File: config.mk
export PLATFORM = sky130hd
export DESIGN_NAME = s2_share_arbiter
export DESIGN_NICKNAME = d
export VERILOG_FILES = /design/src/rtl/s2_arb_pkg.sv /design/src/rtl/s2_share_arbiter_rr_pick.sv /design/src/rtl/s2_share_arbiter.sv
export SDC_FILE = /design/constraint.sdc
export NUM_CORES = 1
export LEC_CHECK = 0
export CAP_MARGIN = 10
export CORE_UTILIZATION = 36
export DETAILED_ROUTE_END_ITERATION = 10
export GPL_ROUTABILITY_DRIVEN = 1
export PLACE_DENSITY = 0.77
export SKIP_LAST_GASP = 1
export SLEW_MARGIN = 10
export SYNTH_ARGS = -nofsm -noshare
export SYNTH_HDL_FRONTEND = slang
export SYNTH_SLANG_ARGS = --single-unit
File: constraint.sdc
create_clock -name clk -period 1.2 [get_ports clk]
set_input_delay 0.36 -clock clk [delete_from_list [all_inputs] [get_ports clk]]
set_output_delay 0.36 -clock clk [all_outputs]
set_load 0.01 [all_outputs]
File: src/rtl/s2_arb_pkg.sv
// Shared types and helpers for the S2 share arbiter.
package s2_arb_pkg;

  localparam int NREQ = 4;

  typedef enum logic [1:0] {
    IDLE = 2'd0,
    SEL  = 2'd1,
    HOLD = 2'd2
  } state_t;

  // S2 decodes sel1 = A1|B1 and sel0 = A0&B0. Tying B1 low and B0 high
  // makes A1/A0 pass the select bits straight through.
  function automatic logic [3:0] sel_to_ab(input logic [1:0] sel);
    return {sel[1], 1'b0, sel[0], 1'b1};
  endfunction

  // Next round-robin start position after serving a requester.
  function automatic logic [1:0] next_ptr(input logic [1:0] served);
    return served + 2'd1;
  endfunction

endpackage

File: src/rtl/s2_share_arbiter_rr_pick.sv
// Combinational round-robin picker: first set request at or after ptr,
// wrapping 3 -> 0.
module rr_pick
  import s2_arb_pkg::*;
(
  input  logic [NREQ-1:0] req,
  input  logic [1:0]      ptr,
  output logic            found,
  output logic [1:0]      idx
);

  logic [1:0] cand;

  // Scan from the farthest offset back to ptr so the nearest request wins.
  always_comb begin
    found = 1'b0;
    idx   = ptr;
    cand  = ptr;
    for (int k = NREQ - 1; k >= 0; k--) begin
      cand = ptr + 2'(k);
      if (req[cand]) begin
        found = 1'b1;
        idx   = cand;
      end
    end
  end

endmodule

File: src/rtl/s2_share_arbiter.sv
// Round-robin arbiter sharing one registered S2 select cell among four
// requesters. Grants in IDLE, lets S2 capture in SEL, presents the word
// downstream in HOLD until the valid/ready handshake.
module s2_share_arbiter
  import s2_arb_pkg::*;
#(
  parameter int SIZE = 5
) (
  input  logic            clk,
  input  logic            CLR,
  input  logic [NREQ-1:0] req,
  output logic [NREQ-1:0] ack,
  output logic            A1,
  output logic            B1,
  output logic            A0,
  output logic            B0,
  input  logic [SIZE-1:0] s2_out,
  output logic            out_valid,
  input  logic            out_ready,
  output logic [SIZE-1:0] out_data,
  output logic [1:0]      out_id,
  output logic            busy
);

  state_t     state;
  state_t     state_next;
  logic [1:0] ptr;
  logic [1:0] gnt_id;
  logic       found;
  logic [1:0] pick;
  logic       handshake;

  rr_pick u_rr_pick (
    .req   (req),
    .ptr   (ptr),
    .found (found),
    .idx   (pick)
  );

  assign handshake = (state == HOLD) && out_ready;

  // State register; CLR aborts any transfer immediately.
  always_ff @(posedge clk or posedge CLR) begin
    if (CLR) state <= IDLE;
    else     state <= state_next;
  end

  // Next-state logic.
  always_comb begin
    state_next = state;
    case (state)
      IDLE:    if (found) state_next = SEL;
      SEL:     state_next = HOLD;
      HOLD:    if (out_ready) state_next = IDLE;
      default: state_next = IDLE;
    endcase
  end

  // Grant latch in IDLE and round-robin pointer advance on handshake.
  always_ff @(posedge clk or posedge CLR) begin
    if (CLR) begin
      gnt_id <= 2'd0;
      ptr    <= 2'd0;
    end else begin
      if ((state == IDLE) && found) gnt_id <= pick;
      if (handshake)                ptr    <= next_ptr(gnt_id);
    end
  end

  // Outputs. Select lines follow gnt_id, which only changes in IDLE, so
  // they are frozen through SEL and HOLD and S2 cannot glitch out_data.
  always_comb begin
    {A1, B1, A0, B0} = sel_to_ab(gnt_id);
    out_valid        = (state == HOLD);
    busy             = (state != IDLE);
    out_data         = s2_out;
    out_id           = gnt_id;
    ack              = '0;
    if (handshake) ack[gnt_id] = 1'b1;
  end

  // A granted requester must hold its request until it is acknowledged.
  always_ff @(posedge clk) begin
    if (!CLR && (state != IDLE)) begin
      req_held_until_ack: assert (req[gnt_id]);
    end
  end

endmodule

# After elaboration in Yosys (flattened, before gate mapping)
# Cells that the tools add are included.
# op_classes
n_reduce_logical	6
n_lt_le_gt_ge	6
addsub	4
muxes	22
n_eq_ne	4
# op_table
operator	n
less-than comparator 2 x 3 -> 1 bit (second input constant)	5
2-to-1 mux 2 bit	6
2-to-1 mux 1 bit	9
binary-select mux 1 bit (select 2 bit)	4
case mux 2 bit (3 select lines)	1
adder 2 x 1 -> 2 bit (second input constant)	2
adder 2 bit (second input constant)	2
2-to-1 mux 4 bit	1
logical AND 1 bit	3
demux 1 bit (select 2 bit)	1
== test 2 x 1 -> 1 bit (second input constant)	1
== test 2 bit (second input constant)	1
greater-or-equal comparator 2 x 1 -> 1 bit (second input constant)	1
zero test 2 bit	1
inequality test 2 x 1 -> 1 bit (second input constant)	1
inequality test 2 bit (second input constant)	1
AND reduction 2 bit	1
nonzero test 2 bit	1
# totals
ff_bits	6
out_inout_bits	17
wordCells	45
input_bits	12

# Longest topological paths before layout
# logic_depth
ltp_word	9
ltp_mapped	4
mapped_depth_nobuf	4

# Hierarchy
# From an unflattened synthesis, not the netlist that was laid out.
# hier_totals
hier_cells	54
area_unflattened_um2	525.5
# by_module_without_submodules
mod	cells_each	seq_area_each_um2	area_per_inst_um2	instances
s2_share_arbiter	38	150.1	425.4	1
rr_pick	16	0.0	100.1	1

# Least setup slack after synthesis
# OpenSTA, ideal clock, no wires.
# synth_timing
kind	register to output
startpoint	reg gnt_id[1], in the netlist out_id[1]
endpoint	out ack[1]
slack_ps	-63
required_time_ps	840
stages_incl_launch_ff	4
arrival_ps	903
cell_sequence	dfrtp_1 -> inv_1 -> ha_1 -> and3_1
# synth_between
elab_chain_len	5
elab_cells_between_ends	6
cone_classes	order compare: 2; mux: 3; reduce/logical: 1
# synth_rtl
element	line_no	source
start: declaration	s2_share_arbiter.sv:28	logic [1:0] gnt_id;
start signal: assignment	s2_share_arbiter.sv:65	if ((state == IDLE) && found) gnt_id <= pick;
less-than comparator 2 x 3 -> 1 bit (implied by the code) or greater-or-equal comparator 2 x 1 -> 1 bit (tied branches)	s2_share_arbiter.sv:79	if (handshake) ack[gnt_id] = 1'b1;
logical AND 1 bit (implied by the code)	s2_share_arbiter.sv:79	
2-to-1 mux 1 bit (implied by the code)	s2_share_arbiter.sv:79	
demux 1 bit (select 2 bit) (*)	s2_share_arbiter.sv:79	
2-to-1 mux 4 bit (*)	s2_share_arbiter.sv:79	
end: declaration	s2_share_arbiter.sv:12	output logic [NREQ-1:0] ack,
# Mark *: on every way between the ends. The rest lies on a longest branch, timed or not.

# Worst setup path after layout
# layout_timing
startpoint	reg gnt_id[0], in the netlist out_id[0]
endpoint	out ack[2]
# The elaborated chain is that of the path after synthesis.

==> flow_summary.json <==
{
  "muxShareOfSynthArea_pct": 4.60,
  "dr_wl_met3_um": 66,
  "clockBufferDepth": 2,
  "synth_cells": 55,
  "grt_setup_unrepaired": "yes",
  "clock-root-buffer": "clkbuf_4",
  "peakVddDrop_uv": 1220,
  "synth_top_area_share_pct": 30.7,
  "dpl_cell_area_um2": 689,
  "synthTopCellsByCount": "buf_4, dfrtp_1, inv_1",
  "nets": 103,
  "syn_avg_cell_area_um2": 8.89,
  "synthFlopType": "dfrtp_1",
  "wl_met1_um": 463,
  "crit_path_end": "ack[2]",
  "fmax_mhz": 656,
  "hold_viol": 0,
  "power.density_nw_per_um2": 2450,
  "drive_gt1_share_pct": 57.0,
  "max-cap-violations": 0,
  "fin_crit_sh_pct": 127,
  "grt_first_pass_wirelength_um": 1580,
  "syn_nets": 71,
  "maxUsedRoutingLayer": "met4",
  "ys_ff_latch": 6,
  "cts_tree": "built",
  "power_mw": 2.04,
  "drt_first_pass_iters": 2,
  "dieArea_um2": 1510,
  "synth_xor_area_share_pct": 0,
  "htreeDepth": 1,
  "die_x_um": 38.9,
  "num_rows": 12,
  "clkSinkCount": 6,
  "grt_max_degree": 7,
  "dp_hpwl_um": 765,
  "post-synth-top-count-cell": "buf_4",
  "grt_pass1_vias": 400,
  "timing.final.ws_setup_ns": -0.323,
  "outcome": "complete, but fails checks",
  "syn2layout_area_growth_pct": 70.3,
  "antennaDiodeCount": 0,
  "grt_usage_pct": 16.3,
  "grt_overflow_total": 0,
  "ys_types": 21,
  "clk_pin_slew_ns": 0.05,
  "crit_arrival_ns": 1.16,
  "seq_area_frac_synth_pct": 30.7,
  "finalNonFillerCells": 100,
  "rr_endpoint": "out_id[1]$_DFFE_PP0P_",
  "hold_slack_ns": 0.320,
  "async_reset_ff_share_pct": 100,
  "final_area_um2": 833,
  "route.met2.wl_um": 510,
  "place_ws_ns": -0.755,
  "yosys.area_share.simple_pct": 23.8,
  "drt-total-wl_um": 1090,
  "reg2reg_depth": 6,
  "antenna_found_initial": 0,
  "clock_latency_ns": 0.25,
  "cp-startpoint": "out_id[0]$_DFFE_PP0P_",
  "place_congestion": 0.763,
  "tns_ns": -2.93,
  "hold_class": "in2async",
  "io_buffers": 16,
  "worstSetupStartpointType": "flop",
  "setup_violations": 14,
  "cts_made_buffers": 3,
  "critPathKind": "reg2out",
  "syn_area_um2": 489,
  "synth_area_leaders": "dfrtp_1, buf_4, ha_1",
  "violations": "negative setup slack",
  "worst-path-max-fanout": 5,
  "num_vias": 465,
  "cp_data_required_time_ns": 0.84,
  "synth_top_area_cell": "dfrtp_1",
  "nFillCells": 88,
  "p_leak_nw": 0.445,
  "drt-initial-drc-count": 1,
  "synth_edf_count": 0,
  "synth_fa_ha_area_share_pct": 10.2,
  "end_kind": "output pin",
  "wl_per_cell_um": 10.9,
  "core_um2": 1190,
  "detail-route-antenna-nets": 0,
  "synth_compound_area_share_pct": 11.5,
  "fin_skew_ns": 0.00746,
  "placed_cells": 87,
  "drc": 0,
  "ys_warn_count": 0,
  "rr_startpoint": "state[0]$_DFFE_PP0P_",
  "synth_top_family_by_area": "simple AND/OR/NAND/NOR gates",
  "drv_slew": 0,
  "reg2reg_slack_ns": -0.18,
  "fin_util_pct": 70.3,
  "ios": 29,
  "start_util_pct": 41.2,
  "period_needed_ns": 1.52,
  "routed_via_density": 4.65,
  "fp.dieH_um": 38.9
}
routing by layer:
layer / GRT usage (%) / vias up
met1: 17.5 / 207
met2: 25.8 / 19
met5: 0 / -
met3: 3.47 / 7
met4: 15.5 / 0
li1: - / 232
critical path, stage by stage (launching register included):
cell,delay [ns]
dfrtp_2,0.44
inv_2,0.08
ha_1,0.13
and3_4,0.17
buf_6,0.09
power breakdown:
part	switching, mW	internal, mW
Combinational	0.481	0.923
Sequential	0.122	0.308
Clock	0.0817	0.127
state kept, by name (all words and copies together) (netlist names):
name    cells
state       2
out_id      2
ptr         2
how the worst min path moves through the flow:
stage,start,end
floorplan,CLR,ptr[0]$_DFFE_PP0P_
global placement,ptr[0]$_DFFE_PP0P_,ptr[0]$_DFFE_PP0P_
detailed placement,ptr[0]$_DFFE_PP0P_,ptr[0]$_DFFE_PP0P_
CTS,CLR,ptr[0]$_DFFE_PP0P_
global route,CLR,ptr[0]$_DFFE_PP0P_
finish,CLR,ptr[0]$_DFFE_PP0P_
layout make-up:
type                            instances  area [µm²]  share of cell area, %
Sequential cell                         6         153                   18.3
Multi-Input combinational cell         35         288                   34.5
Clock buffer                            4        26.3                   3.15
Tap cell                               14        17.5                   2.10
Timing Repair Buffer                   36         330                   39.6
Inverter                                5        18.8                   2.25
placed cells by master (no fill, tap or decap), types with 2 or more instances in the layout:
master / n
a21oi_1: 3
and2b_2: 2
and3_1: 3
buf_2: 3
buf_4: 12
buf_6: 15
clkbuf_4: 3
clkdlybuf4s50_1: 3
conb_1: 2
dfrtp_1: 4
dfrtp_2: 2
dlygate4sd2_1: 3
ha_1: 4
inv_1: 2
inv_2: 3
nand2b_1: 2
nor2_1: 4
nor3_1: 2
kinds of logic (layout without fill, tap and decap cells):
group / Yosys count / count (layout)
and+or+nand+nor: 19 / 19
buffers and inverters: 14 / 45
AOI/OAI and AO/OA: 8 / 8
DFF: 6 / 6
adders and majority gates: 4 / 4
other: 2 / 2
muxes: 2 / 2
repair_timing:
action                                  CTS  global route
hold buffers                              0             0
endpoints found under the setup margin   15            14
gates resized for setup                  57             7
setup buffers                             6             4
pin swaps                                 2             2
No activity file was read; power rests on OpenSTA's default activity.
